File: config.mk
export PLATFORM = sky130hd
export DESIGN_NAME = muldiv_sequencer_flat
export DESIGN_NICKNAME = d
export VERILOG_FILES = /design/src/rtl/muldiv_sequencer_pkg.sv /design/src/rtl/muldiv_sequencer_if.sv /design/src/rtl/muldiv_step.sv /design/src/rtl/muldiv_sequencer.sv /design/src/flat_wrapper.sv
export SDC_FILE = /design/constraint.sdc
export NUM_CORES = 1
export LEC_CHECK = 0
export CAP_MARGIN = 20
export CORE_ASPECT_RATIO = 0.5
export CORE_MARGIN = 5
export CORE_UTILIZATION = 53
export DETAILED_ROUTE_END_ITERATION = 16
export MAX_ROUTING_LAYER = met4
export PLACE_DENSITY_LB_ADDON = 0.2
export RECOVER_POWER = 25
export REMOVE_ABC_BUFFERS = 1
export SETUP_SLACK_MARGIN = 0.02
export SLEW_MARGIN = 20
export SYNTH_ARGS = -nofsm -noshare
export SYNTH_HDL_FRONTEND = slang
export SYNTH_SLANG_ARGS = --single-unit
File: constraint.sdc
create_clock -name clk -period 5.4 [get_ports clk]
set_input_delay 1.35 -clock clk [delete_from_list [all_inputs] [get_ports clk]]
set_output_delay 1.35 -clock clk [all_outputs]
set_load 0.05 [all_outputs]
File: src/rtl/muldiv_sequencer_pkg.sv
// Shared constants for the EX-stage multiply/divide unit: op codes,
// FSM state encodings and small op-decoding helpers.
package muldiv_sequencer_pkg;

    // Multiply/divide op codes as presented on the op input
    localparam logic [1:0] MD_MULT  = 2'b00;
    localparam logic [1:0] MD_MULTU = 2'b01;
    localparam logic [1:0] MD_DIV   = 2'b10;
    localparam logic [1:0] MD_DIVU  = 2'b11;

    // Sequencer states
    typedef enum logic [1:0] {
        MD_IDLE = 2'd0,
        MD_RUN  = 2'd1,
        MD_FIX  = 2'd2
    } md_state_e;

    // MULT and DIV (even codes) treat operands as two's complement
    function automatic logic op_is_signed(input logic [1:0] op);
        return ~op[0];
    endfunction

    // Upper code bit selects the divide family
    function automatic logic op_is_div(input logic [1:0] op);
        return op[1];
    endfunction

endpackage

File: src/rtl/muldiv_sequencer_if.sv
// Request/result bundle between the EX stage and the multiply/divide unit.
interface muldiv_sequencer_if #(
    parameter int WIDTH = 32
);
    logic             start;
    logic [1:0]       op;
    logic [WIDTH-1:0] rs_data;
    logic [WIDTH-1:0] rt_data;
    logic             mthi;
    logic             mtlo;
    logic             busy;
    logic             done;
    logic [WIDTH-1:0] hi;
    logic [WIDTH-1:0] lo;

    // Pipeline side: issues ops and HI/LO moves, watches busy/done and HI/LO
    modport master (
        output start, op, rs_data, rt_data, mthi, mtlo,
        input  busy, done, hi, lo
    );

    // Unit side
    modport slave (
        input  start, op, rs_data, rt_data, mthi, mtlo,
        output busy, done, hi, lo
    );
endinterface

File: src/rtl/muldiv_step.sv
// One iteration of the unsigned core: add-shift for multiply, restoring
// shift-subtract for divide. Purely combinational.
module muldiv_step #(
    parameter int WIDTH = 32
) (
    input  logic [2*WIDTH-1:0] acc_i,
    input  logic [WIDTH-1:0]   operand_i,
    input  logic               is_div_i,
    output logic [2*WIDTH-1:0] acc_o
);
    logic [WIDTH:0] sum;
    logic [WIDTH:0] rem_sh;
    logic [WIDTH:0] diff;

    // Multiply keeps the carry of the upper-half add in the shifted-in bit.
    // Divide: remainder shifted left with the next dividend bit; the top bit
    // of the WIDTH+1 difference is the borrow, which means "does not fit".
    always_comb begin
        sum    = {1'b0, acc_i[2*WIDTH-1:WIDTH]} + {1'b0, operand_i};
        rem_sh = acc_i[2*WIDTH-1:WIDTH-1];
        diff   = rem_sh - {1'b0, operand_i};
        acc_o  = acc_i;
        if (is_div_i) begin
            if (diff[WIDTH]) begin
                acc_o = {rem_sh[WIDTH-1:0], acc_i[WIDTH-2:0], 1'b0};
            end else begin
                acc_o = {diff[WIDTH-1:0], acc_i[WIDTH-2:0], 1'b1};
            end
        end else if (acc_i[0]) begin
            acc_o = {sum, acc_i[WIDTH-1:1]};
        end else begin
            acc_o = {1'b0, acc_i[2*WIDTH-1:1]};
        end
    end

endmodule

File: src/rtl/muldiv_sequencer.sv
// Iterative MULT/MULTU/DIV/DIVU unit and owner of the HI/LO registers.
// Signed ops run on magnitudes; signs are re-applied in the FIX cycle.
module muldiv_sequencer
    import muldiv_sequencer_pkg::*;
#(
    parameter int WIDTH = 32
) (
    input logic               clk,
    input logic               reset,
    muldiv_sequencer_if.slave bus
);
    localparam int            CW        = $clog2(WIDTH) + 1;
    localparam logic [CW-1:0] LAST_ITER = CW'(WIDTH - 1);

    md_state_e          state_q, state_d;
    logic [CW-1:0]      cnt_q, cnt_d;
    logic               busy_q, done_q;
    logic [WIDTH-1:0]   hi_q, hi_d;
    logic [WIDTH-1:0]   lo_q, lo_d;

    logic [2*WIDTH-1:0] acc_q;
    logic [2*WIDTH-1:0] acc_step;
    logic [WIDTH-1:0]   opnd_q;
    logic               is_div_q;
    logic               div_zero_q;
    logic               neg_lo_q;
    logic               neg_hi_q;

    logic               accept;
    logic               is_div_in;
    logic               rs_neg, rt_neg;
    logic [WIDTH-1:0]   rs_abs, rt_abs;
    logic [2*WIDTH-1:0] prod_fix;

    assign accept = (state_q == MD_IDLE) && bus.start;

    // Operand magnitudes and sign flags for an incoming op
    always_comb begin
        is_div_in = op_is_div(bus.op);
        rs_neg    = op_is_signed(bus.op) & bus.rs_data[WIDTH-1];
        rt_neg    = op_is_signed(bus.op) & bus.rt_data[WIDTH-1];
        rs_abs    = rs_neg ? (~bus.rs_data + 1'b1) : bus.rs_data;
        rt_abs    = rt_neg ? (~bus.rt_data + 1'b1) : bus.rt_data;
    end

    muldiv_step #(
        .WIDTH (WIDTH)
    ) u_step (
        .acc_i     (acc_q),
        .operand_i (opnd_q),
        .is_div_i  (is_div_q),
        .acc_o     (acc_step)
    );

    // Next-state and iteration counter
    always_comb begin
        state_d = state_q;
        cnt_d   = cnt_q;
        unique case (state_q)
            MD_IDLE: begin
                if (bus.start) begin
                    state_d = MD_RUN;
                    cnt_d   = '0;
                end
            end
            MD_RUN: begin
                cnt_d = cnt_q + 1'b1;
                if (cnt_q == LAST_ITER) begin
                    state_d = MD_FIX;
                end
            end
            MD_FIX:  state_d = MD_IDLE;
            default: state_d = MD_IDLE;
        endcase
    end

    // Control registers; busy mirrors the state after this edge, done marks FIX retiring
    always_ff @(posedge clk) begin
        if (reset) begin
            state_q <= MD_IDLE;
            cnt_q   <= '0;
            busy_q  <= 1'b0;
            done_q  <= 1'b0;
        end else begin
            state_q <= state_d;
            cnt_q   <= cnt_d;
            busy_q  <= (state_d != MD_IDLE);
            done_q  <= (state_q == MD_FIX);
        end
    end

    // Datapath: load magnitudes on accept, then one step per RUN cycle
    always_ff @(posedge clk) begin
        if (accept) begin
            acc_q      <= {{WIDTH{1'b0}}, (is_div_in ? rs_abs : rt_abs)};
            opnd_q     <= is_div_in ? rt_abs : rs_abs;
            is_div_q   <= is_div_in;
            div_zero_q <= (bus.rt_data == '0);
            neg_lo_q   <= rs_neg ^ rt_neg;
            neg_hi_q   <= is_div_in ? rs_neg : (rs_neg ^ rt_neg);
        end else if (state_q == MD_RUN) begin
            acc_q <= acc_step;
        end
    end

    // HI/LO next values: result in FIX, MTHI/MTLO only while idle.
    // A zero divisor leaves the raw all-ones quotient unsigned-corrected.
    always_comb begin
        hi_d     = hi_q;
        lo_d     = lo_q;
        prod_fix = neg_lo_q ? (~acc_q + 1'b1) : acc_q;
        if (state_q == MD_FIX) begin
            if (is_div_q) begin
                if (div_zero_q) begin
                    lo_d = '1;
                end else begin
                    lo_d = neg_lo_q ? (~acc_q[WIDTH-1:0] + 1'b1) : acc_q[WIDTH-1:0];
                end
                hi_d = neg_hi_q ? (~acc_q[2*WIDTH-1:WIDTH] + 1'b1) : acc_q[2*WIDTH-1:WIDTH];
            end else begin
                hi_d = prod_fix[2*WIDTH-1:WIDTH];
                lo_d = prod_fix[WIDTH-1:0];
            end
        end else if (state_q == MD_IDLE) begin
            if (bus.mthi) begin
                hi_d = bus.rs_data;
            end
            if (bus.mtlo) begin
                lo_d = bus.rs_data;
            end
        end
    end

    // Architectural HI/LO registers
    always_ff @(posedge clk) begin
        if (reset) begin
            hi_q <= '0;
            lo_q <= '0;
        end else begin
            hi_q <= hi_d;
            lo_q <= lo_d;
        end
    end

    assign bus.busy = busy_q;
    assign bus.done = done_q;
    assign bus.hi   = hi_q;
    assign bus.lo   = lo_q;

endmodule

File: src/flat_wrapper.sv
// flat-port wrapper written by rule: the top's interface ports become plain ports
module muldiv_sequencer_flat import muldiv_sequencer_pkg::*;
#(
    parameter int WIDTH = 32
)
  (clk, reset, bus_start, bus_op, bus_rs_data, bus_rt_data, bus_mthi, bus_mtlo, bus_busy, bus_done, bus_hi, bus_lo);
  muldiv_sequencer_if #(.WIDTH(WIDTH)) bus_i ();
  input logic clk;
  input logic reset;
  input wire logic [$bits(bus_i.start)-1:0] bus_start;
  input wire logic [$bits(bus_i.op)-1:0] bus_op;
  input wire logic [$bits(bus_i.rs_data)-1:0] bus_rs_data;
  input wire logic [$bits(bus_i.rt_data)-1:0] bus_rt_data;
  input wire logic [$bits(bus_i.mthi)-1:0] bus_mthi;
  input wire logic [$bits(bus_i.mtlo)-1:0] bus_mtlo;
  output wire logic [$bits(bus_i.busy)-1:0] bus_busy;
  output wire logic [$bits(bus_i.done)-1:0] bus_done;
  output wire logic [$bits(bus_i.hi)-1:0] bus_hi;
  output wire logic [$bits(bus_i.lo)-1:0] bus_lo;
  assign bus_i.start = bus_start;
  assign bus_i.op = bus_op;
  assign bus_i.rs_data = bus_rs_data;
  assign bus_i.rt_data = bus_rt_data;
  assign bus_i.mthi = bus_mthi;
  assign bus_i.mtlo = bus_mtlo;
  assign bus_busy = bus_i.busy;
  assign bus_done = bus_i.done;
  assign bus_hi = bus_i.hi;
  assign bus_lo = bus_i.lo;
  muldiv_sequencer #(.WIDTH(WIDTH)) u_core (.clk(clk), .reset(reset), .bus(bus_i));
endmodule
==> results of run 1 <==
## power groups by stage
stage / logic, uW / registers, uW / clock network, uW
floorplan: 1850 / 1890 / 0
global placement: 2650 / 1880 / 0
detailed placement: 2660 / 1880 / 0
CTS: 2680 / 1860 / 1200
global route: 3000 / 1890 / 1260
finish: 2730 / 1870 / 1200
## worst paths after layout
check	to	slack, ns
max reg2reg	u_core.acc_q[37]	1.06
min reg2reg	u_core.bus.lo[23]	0.45
max	u_core.acc_q[37]	1.06
min	u_core.bus.lo[23]	0.45
## state kept, by name, indices dropped and copies added (netlist names)
name	count
u_core.neg_hi_q	1
u_core.bus.busy	1
u_core.bus.lo	32
u_core.bus.done	1
u_core.cnt_q	6
u_core.neg_lo_q	1
u_core.state_q	2
u_core.div_zero_q	1
u_core.bus.hi	32
u_core.is_div_q	1
u_core.acc_q	64
u_core.opnd_q	32
## layer usage
layer	vias up	global-route usage (%)	share of wire (%)
met5	-	-	0
met4	0	6.165	1.3
met3	45	7.923	11
met2	717	43.77	41
met1	6666	47.45	47
li1	6737	-	-
## layout make-up
type | count | share of cell area [%]
Tap cell | 352 | 2.664
Timing Repair Buffer | 159 | 9.120
Clock buffer | 24 | 2.982
Multi-Input combinational cell | 1465 | 58.20
Inverter | 62 | 1.408
Clock inverter | 8 | 0.3482
Antenna cell | 6 | 0.09083
Sequential cell | 174 | 25.19
## placed cells by master, fill, tap and decap left out, drive strengths merged, types with 8 or more instances in the layout
master and count:
mux2i 104, dfxtp 106, a21o 19, edfxtp 68
xor2 75, ha 69, buf 19, inv 64
nor2b 16, or3 20, nor2 189, nor3 44
or2 14, o211ai 16, dlygate4sd3 41, clkbuf 30
and2 10, nand2 162, o221ai 24, xnor2 101
nand2b 26, o41ai 13, o31ai 25, a211oi 31
clkdlybuf4s50 93, a31oi 15, o21ai 132, a21oi 201
a221o 8, or4 8, nand3 23, and3 9
a211o 8, nand4 9, nor4 12, a311oi 10
## through the flow
stage               setup slack [ns]  hold slack, ns  instance area, sq um  power (uW)
floorplan                     0.2962          0.4645                 13990        3746
global placement              0.8453          0.4374                 15980        4536
detailed placement            0.8031          0.4455                 15980        4540
CTS                            1.171          0.4560                 16530        5740
global route                  0.8005          0.4744                 16530        6149
finish                         1.063          0.4511                 16530        5798
## worst register-to-register path: stages (launching register included)
cell and delay [ns]:
dfxtp_1 0.49, inv_1 0.19, fa_1 0.44, nor2b_1 0.21, o31a_1 0.28, o2111ai_1 0.16
or2_2 0.35, a211oi_1 0.48, o21ai_0 0.33, xor2_4 0.18, buf_4 0.51, o21ai_0 0.26
a221o_1 0.36
## kinds of logic (layout without fill, tap and decap cells)
| family | Yosys count | count (layout) | share of synthesized area (%) |
|---|---|---|---|
| fa+ha+maj | 71 | 71 | 6.244 |
| xor+xnor | 176 | 176 | 10.65 |
| flops | 174 | 174 | 28.78 |
| other cells | 0 | 6 | 0 |
| buf+inv | 174 | 253 | 4.929 |
| compound gates | 556 | 556 | 24.07 |
| simple gates | 555 | 555 | 17.89 |
| mux | 107 | 107 | 7.429 |
==> run_results.csv, run 1 <==
group,metric,value,unit
clock_network,clk_pin_slew,0.07,ns
die,row_count,42,
die,die_w,243.7,um
detailed_routing,routed_wl,49.29,mm
finish,utilization,62.05,%
die,coreArea,0.02664,sq mm
clock_network,cts_resized,0,
die,initial_core_util,54.30,%
power_and_ir_drop,p_comb_share,47.0,%
sta,rsz0062_at_grt,"false",
detailed_routing,drt-initial-drc-count,1739,
finish,instances_no_fill,2250,
yosys,syn_avg_cell_area,7.980,sq um
power_and_ir_drop,p_int,3275,uW
place,dp_hpwl,37.07,mm
sta,finalCritPeriodShare,80.32,%
detailed_routing,detail_route.wl_per_cell,21.91,um
worst_setup_path,critical_path_class,"reg -> reg",
clock_network,hold_buffers,0,
sta,max_slew_margin,-96.69,%
finish,nNetsFinal,2021,
grt,grt_max_degree,66,
worst_setup_path,r2r-start,"u_core.acc_q[32]",
yosys,netlist.area_leader.share,14.67,%
worst_setup_path,worst_ep_arrival_time,4.68,ns
yosys,synth_common_cells,"200 x a21oi_1, 188 x nor2_1, 162 x nand2_1",
worst_setup_path,path_cells,"inv_1 > fa_1 > nor2b_1 > o31a_1 > o2111ai_1 > or2_2 > a211oi_1 > o21ai_0 > xor2_4 > buf_4 > o21ai_0 > a221o_1",
power_and_ir_drop,p_leak,0.006541,uW
status,violations,"capacitance limit, slew limit",
clock_network,clockBufferDepth,2,
clock_network,post_cts_buffers,0,
yosys,synth_edf_count,68,
clock_network,clock-sinks,174,
worst_setup_path,worstSetupEndpointType,"flip-flop",
worst_setup_path,critPathLaunchType,"flip-flop",
sta,tightest_slew,2.950,ns
detailed_routing,final_antenna_net_count,0,
power_and_ir_drop,peakVddDrop,0.2430,mV
worst_setup_path,required,5.74,ns
detailed_routing,vias,14170,
die,fp.dieH,126.8,um
worst_setup_path,crit_top_cell,"o21ai_0",
clock_network,clk_latency,0.45,ns
yosys,syn-cell-area,0.01447,sq mm
finish,multiInputGateArea,0.009620,sq mm
power_and_ir_drop,power_density,350.8,mW/mm^2
clock_network,cts_tree,"yes",
clock_network,cts-root-buf,"clkbuf_16",
die,ios,137,
power_and_ir_drop,sw_frac_of_total,43.52,%
sta,setup_tns,0,ns
yosys,ys_seq_area_share,28.78,%
sta,period_minus_slack,4.337,ns
grt,grt_pass1_wl,75.49,mm
sta,finalHoldViolCount,0,
finish,seqCellArea,0.004164,sq mm
power_and_ir_drop,p_seq_share,32.3,%
worst_setup_path,cpMaxStageDelayCell,"buf_4",
worst_setup_path,worst-path-stages,12,
clock_network,h-tree-depth,4,
finish,fillers,2421,
worst_setup_path,path_delay_family,"compound AO/OA/AOI/OAI gates",
hold_path,whs_path_depth,2,
grt,grt.total_usage,31.87,%
hold_path,hp-start,"u_core.bus.lo[23]",
power_and_ir_drop,power_switching,2524,uW
sta,setup_viol,0,
clock_network,numCtsBuffers,17,
grt,grt_pass1_vias,13040,
hold_path,holdCritPathClass,"reg -> reg",
yosys,ys_types,85,
yosys,synth.area.top_cells,"dfxtp_1 15%, edfxtp_1 14%, mux2i_1 7.2%",
sta,fmax,0.2306,GHz
die,dieArea,0.03090,sq mm
place,routabilityCongestion,0.9544,
sta,slew_violations,145,
yosys,synth_largest_area_cell,"dfxtp_1",
detailed_routing,drt-pass1-iter-count,6,
yosys,ys_ff_latch,174,
place,placed_cells,2212,
worst_setup_path,max_stage_delay,0.51,ns
power_and_ir_drop,clockPowerShare,20.7,%
worst_setup_path,cp_num_buf_inv,2,
run,cap_violations,3,
place,portBuffers,136,
status,status,"finished, violations left",
yosys,synth_warnings,0,
detailed_routing,vias_per_cell,6.296,
worst_setup_path,r2r_cells,12,
finish,syn_to_final_growth,14.26,%
worst_setup_path,path_max_fanout,61,
yosys,synthCells,1813,
yosys,yosys_most_used_dff,"dfxtp_1",
detailed_routing,route.detailed.drc,0,
worst_setup_path,critPathLaunch,"u_core.acc_q[32]",
grt,overflow,0,
sta,clock_skew,0.01269,ns
finish,drive_gt1_share,4.440,%
grt,antenna_found_initial,8,
yosys,synth_most_common_cell,"a21oi_1",
yosys,async_reset_ff_share,0,%
(Power assumes the default switching activity.)
==> run 2: changes to the inputs <==
- clock period: 5.4 -> 4.5 ns (I/O delays scaled with it)
==> run_results.csv, run 2 (synthesis gave the netlist of run 1 again) <==
group,metric,value,unit
sta,fmax,0.2463,GHz
grt,use_met1,47.37,%
worst_setup_path,worstSetupEndpointType,"flip-flop",
detailed_routing,drt-pass1-iter-count,6,
worst_setup_path,r2r-start,"u_core.acc_q[31]",
power_and_ir_drop,p_int,4015,uW
worst_setup_path,critPathLaunchType,"flip-flop",
finish,utilization,62.97,%
worst_setup_path,cpMaxStageDelayCell,"a211oi_1",
sta,rsz0062_at_grt,"false",
finish,syn_to_final_growth,15.96,%
sta,setup_viol,0,
power_and_ir_drop,p_seq_share,30.6,%
worst_setup_path,required,4.70,ns
detailed_routing,detail_route.wl_per_cell,21.71,um
power_and_ir_drop,power_switching,3107,uW
finish,regMostFlops,"u_core.acc_q",
sta,clock_skew,0.01271,ns
grt,met3_usage,6.515,%
power_and_ir_drop,p_leak,0.006619,uW
sta,slew_violations,125,
worst_setup_path,worst_ep_arrival_time,4.26,ns
worst_setup_path,r2r-end,"u_core.acc_q[0]",
power_and_ir_drop,finalPower,7122,uW
finish,final_cell_mix,"199 x a21oi_1, 188 x nor2_1, 162 x nand2_1",
finish,final_common_cell,"a21oi_1",
clock_network,post_cts_buffers,0,
detailed_routing,routed_wl,49.36,mm
sta,setup_tns,0,ns
detailed_routing,drt-initial-drc-count,1900,
grt,grt_max_degree,66,
grt,grt_use_met2,44.71,%
grt,antenna_found_initial,5,
grt,overflow,0,
run,cap_violations,3,
status,status,"finished, violations left",
status,violations,"capacitance limit, slew limit",
hold_path,whs_path_depth,2,
worst_setup_path,path_cells,"inv_1 > ha_1 > fa_1 > nor2b_1 > o31a_1 > o2111ai_1 > or2_2 > a211oi_1 > o21ai_0 > xor2_4 > buf_12 > nand2_1 > o211ai_1 > o21ai_0",
clock_network,clock-sinks,174,
worst_setup_path,r2r_cells,14,
power_and_ir_drop,clockPowerShare,21.5,%
die,coreArea,0.02664,sq mm
sta,finalHoldViolCount,0,
finish,largest_reg_flops,64,
finish,drive_gt1_share,5.888,%
power_and_ir_drop,peakVddDrop,0.2825,mV
worst_setup_path,r2r_slack,0.44,ns
detailed_routing,route.detailed.drc,0,
clock_network,clockBufferDepth,2,
clock_network,numCtsBuffers,17,
clock_network,cts_tree,"yes",
finish,nNetsFinal,2048,
die,row_count,42,
power_and_ir_drop,sw_frac_of_total,43.62,%
place,dp_hpwl,37.07,mm
grt,grt_pass1_vias,13280,
hold_path,holdCritPathClass,"reg -> reg",
place,portBuffers,136,
sta,finalCritPeriodShare,90.23,%
detailed_routing,vias,14360,
detailed_routing,vias_per_cell,6.315,
die,initial_core_util,54.30,%
die,die_w,243.7,um
grt,grt.total_usage,31.92,%
power_and_ir_drop,power_density,424.5,mW/mm^2
grt,busiest_layer,"met1",
die,fp.dieH,126.8,um
sta,fin_ws,0.4397,ns
sta,tightest_slew,2.778,ns
place,dpl_worst_slack,0.2031,ns
detailed_routing,final_antenna_net_count,0,
clock_network,h-tree-depth,4,
die,dieArea,0.03090,sq mm
clock_network,clk_pin_slew,0.08,ns
clock_network,cts-root-buf,"clkbuf_16",
worst_setup_path,cp_num_buf_inv,2,
grt,grt_pass1_wl,76.07,mm
worst_setup_path,path_max_fanout,61,
worst_setup_path,crit_top_cell,"o21ai_0",
power_and_ir_drop,p_comb_share,48.0,%
worst_setup_path,critical_path_class,"reg -> reg",
worst_setup_path,path_delay_family,"compound AO/OA/AOI/OAI gates",
sta,period_minus_slack,4.060,ns
worst_setup_path,max_stage_delay,0.50,ns
clock_network,hold_buffers,0,
clock_network,clk_latency,0.46,ns
hold_path,worstHoldEndpoint,"u_core.bus.lo[28]",
die,ios,137,
clock_network,cts_resized,0,
place,routabilityCongestion,1.000,
sta,max_slew_margin,-85.22,%
hold_path,hp-start,"u_core.bus.lo[28]",
## run 2: how the worst max path moves through the flow
stage	end	start	cells after the start	slack, ns
3_5_place_dp	u_core.acc_q[27]	bus_rs_data[4]	11	0.20
6_report	u_core.acc_q[0]	u_core.acc_q[31]	14	0.44
4_1_cts	u_core.acc_q[0]	u_core.acc_q[31]	14	0.51
3_3_place_gp	u_core.acc_q[27]	bus_rs_data[8]	11	0.26
2_1_floorplan	u_core.acc_q[60]	u_core.acc_q[31]	12	-0.60
5_1_grt	u_core.bus.hi[31]	u_core.acc_q[0]	10	0.24
## run 2: cell type report
type	count	area, sq um
Antenna cell	3	7.507
Fill cell	2360	9866
Inverter	62	232.7
Multi-Input combinational cell	1465	9620
Timing Repair Buffer	186	1728
Sequential cell	174	4164
Clock buffer	20	478.0
Tap cell	352	440.4
Clock inverter	12	106.4
## run 2: per-stage QoR
step                area, sq um  std cells  hold slack, ns
finish                    16780       2274          0.4517
global route              16780       2274          0.4751
CTS                       16810       2271          0.4587
detailed placement        16220       2239          0.4477
global placement          16220       2239          0.4378
floorplan                 13990       1701          0.4645
## run 2: worst register-to-register path, stage by stage (launching register included)
cell and delay (ns):
edfxtp_1 0.41, inv_1 0.10, ha_1 0.22, fa_1 0.38
nor2b_1 0.20, o31a_1 0.23, o2111ai_1 0.14, or2_2 0.34
a211oi_1 0.50, o21ai_0 0.34, xor2_4 0.22, buf_12 0.26
nand2_1 0.21, o211ai_1 0.13, o21ai_0 0.10
## run 2: metal layers
| metal | wire length [um] | up-vias | share of wire, % |
|---|---|---|---|
| li1 | - | 6793 | - |
| met1 | 22910 | 6772 | 46 |
| met2 | 20300 | 728 | 41 |
| met3 | 5362 | 68 | 11 |
| met4 | 789 | 0 | 1.6 |
| met5 | 0 | - | 0 |
## run 2: power groups by stage
stage / combinational [uW] / clock (uW) / sequential (uW)
after detailed placement: 3330 / 0 / 2190
after global placement: 3320 / 0 / 2190
final: 3420 / 1530 / 2180
after global routing: 3750 / 1610 / 2200
after floorplan: 2220 / 0 / 2270
after CTS: 3360 / 1530 / 2160
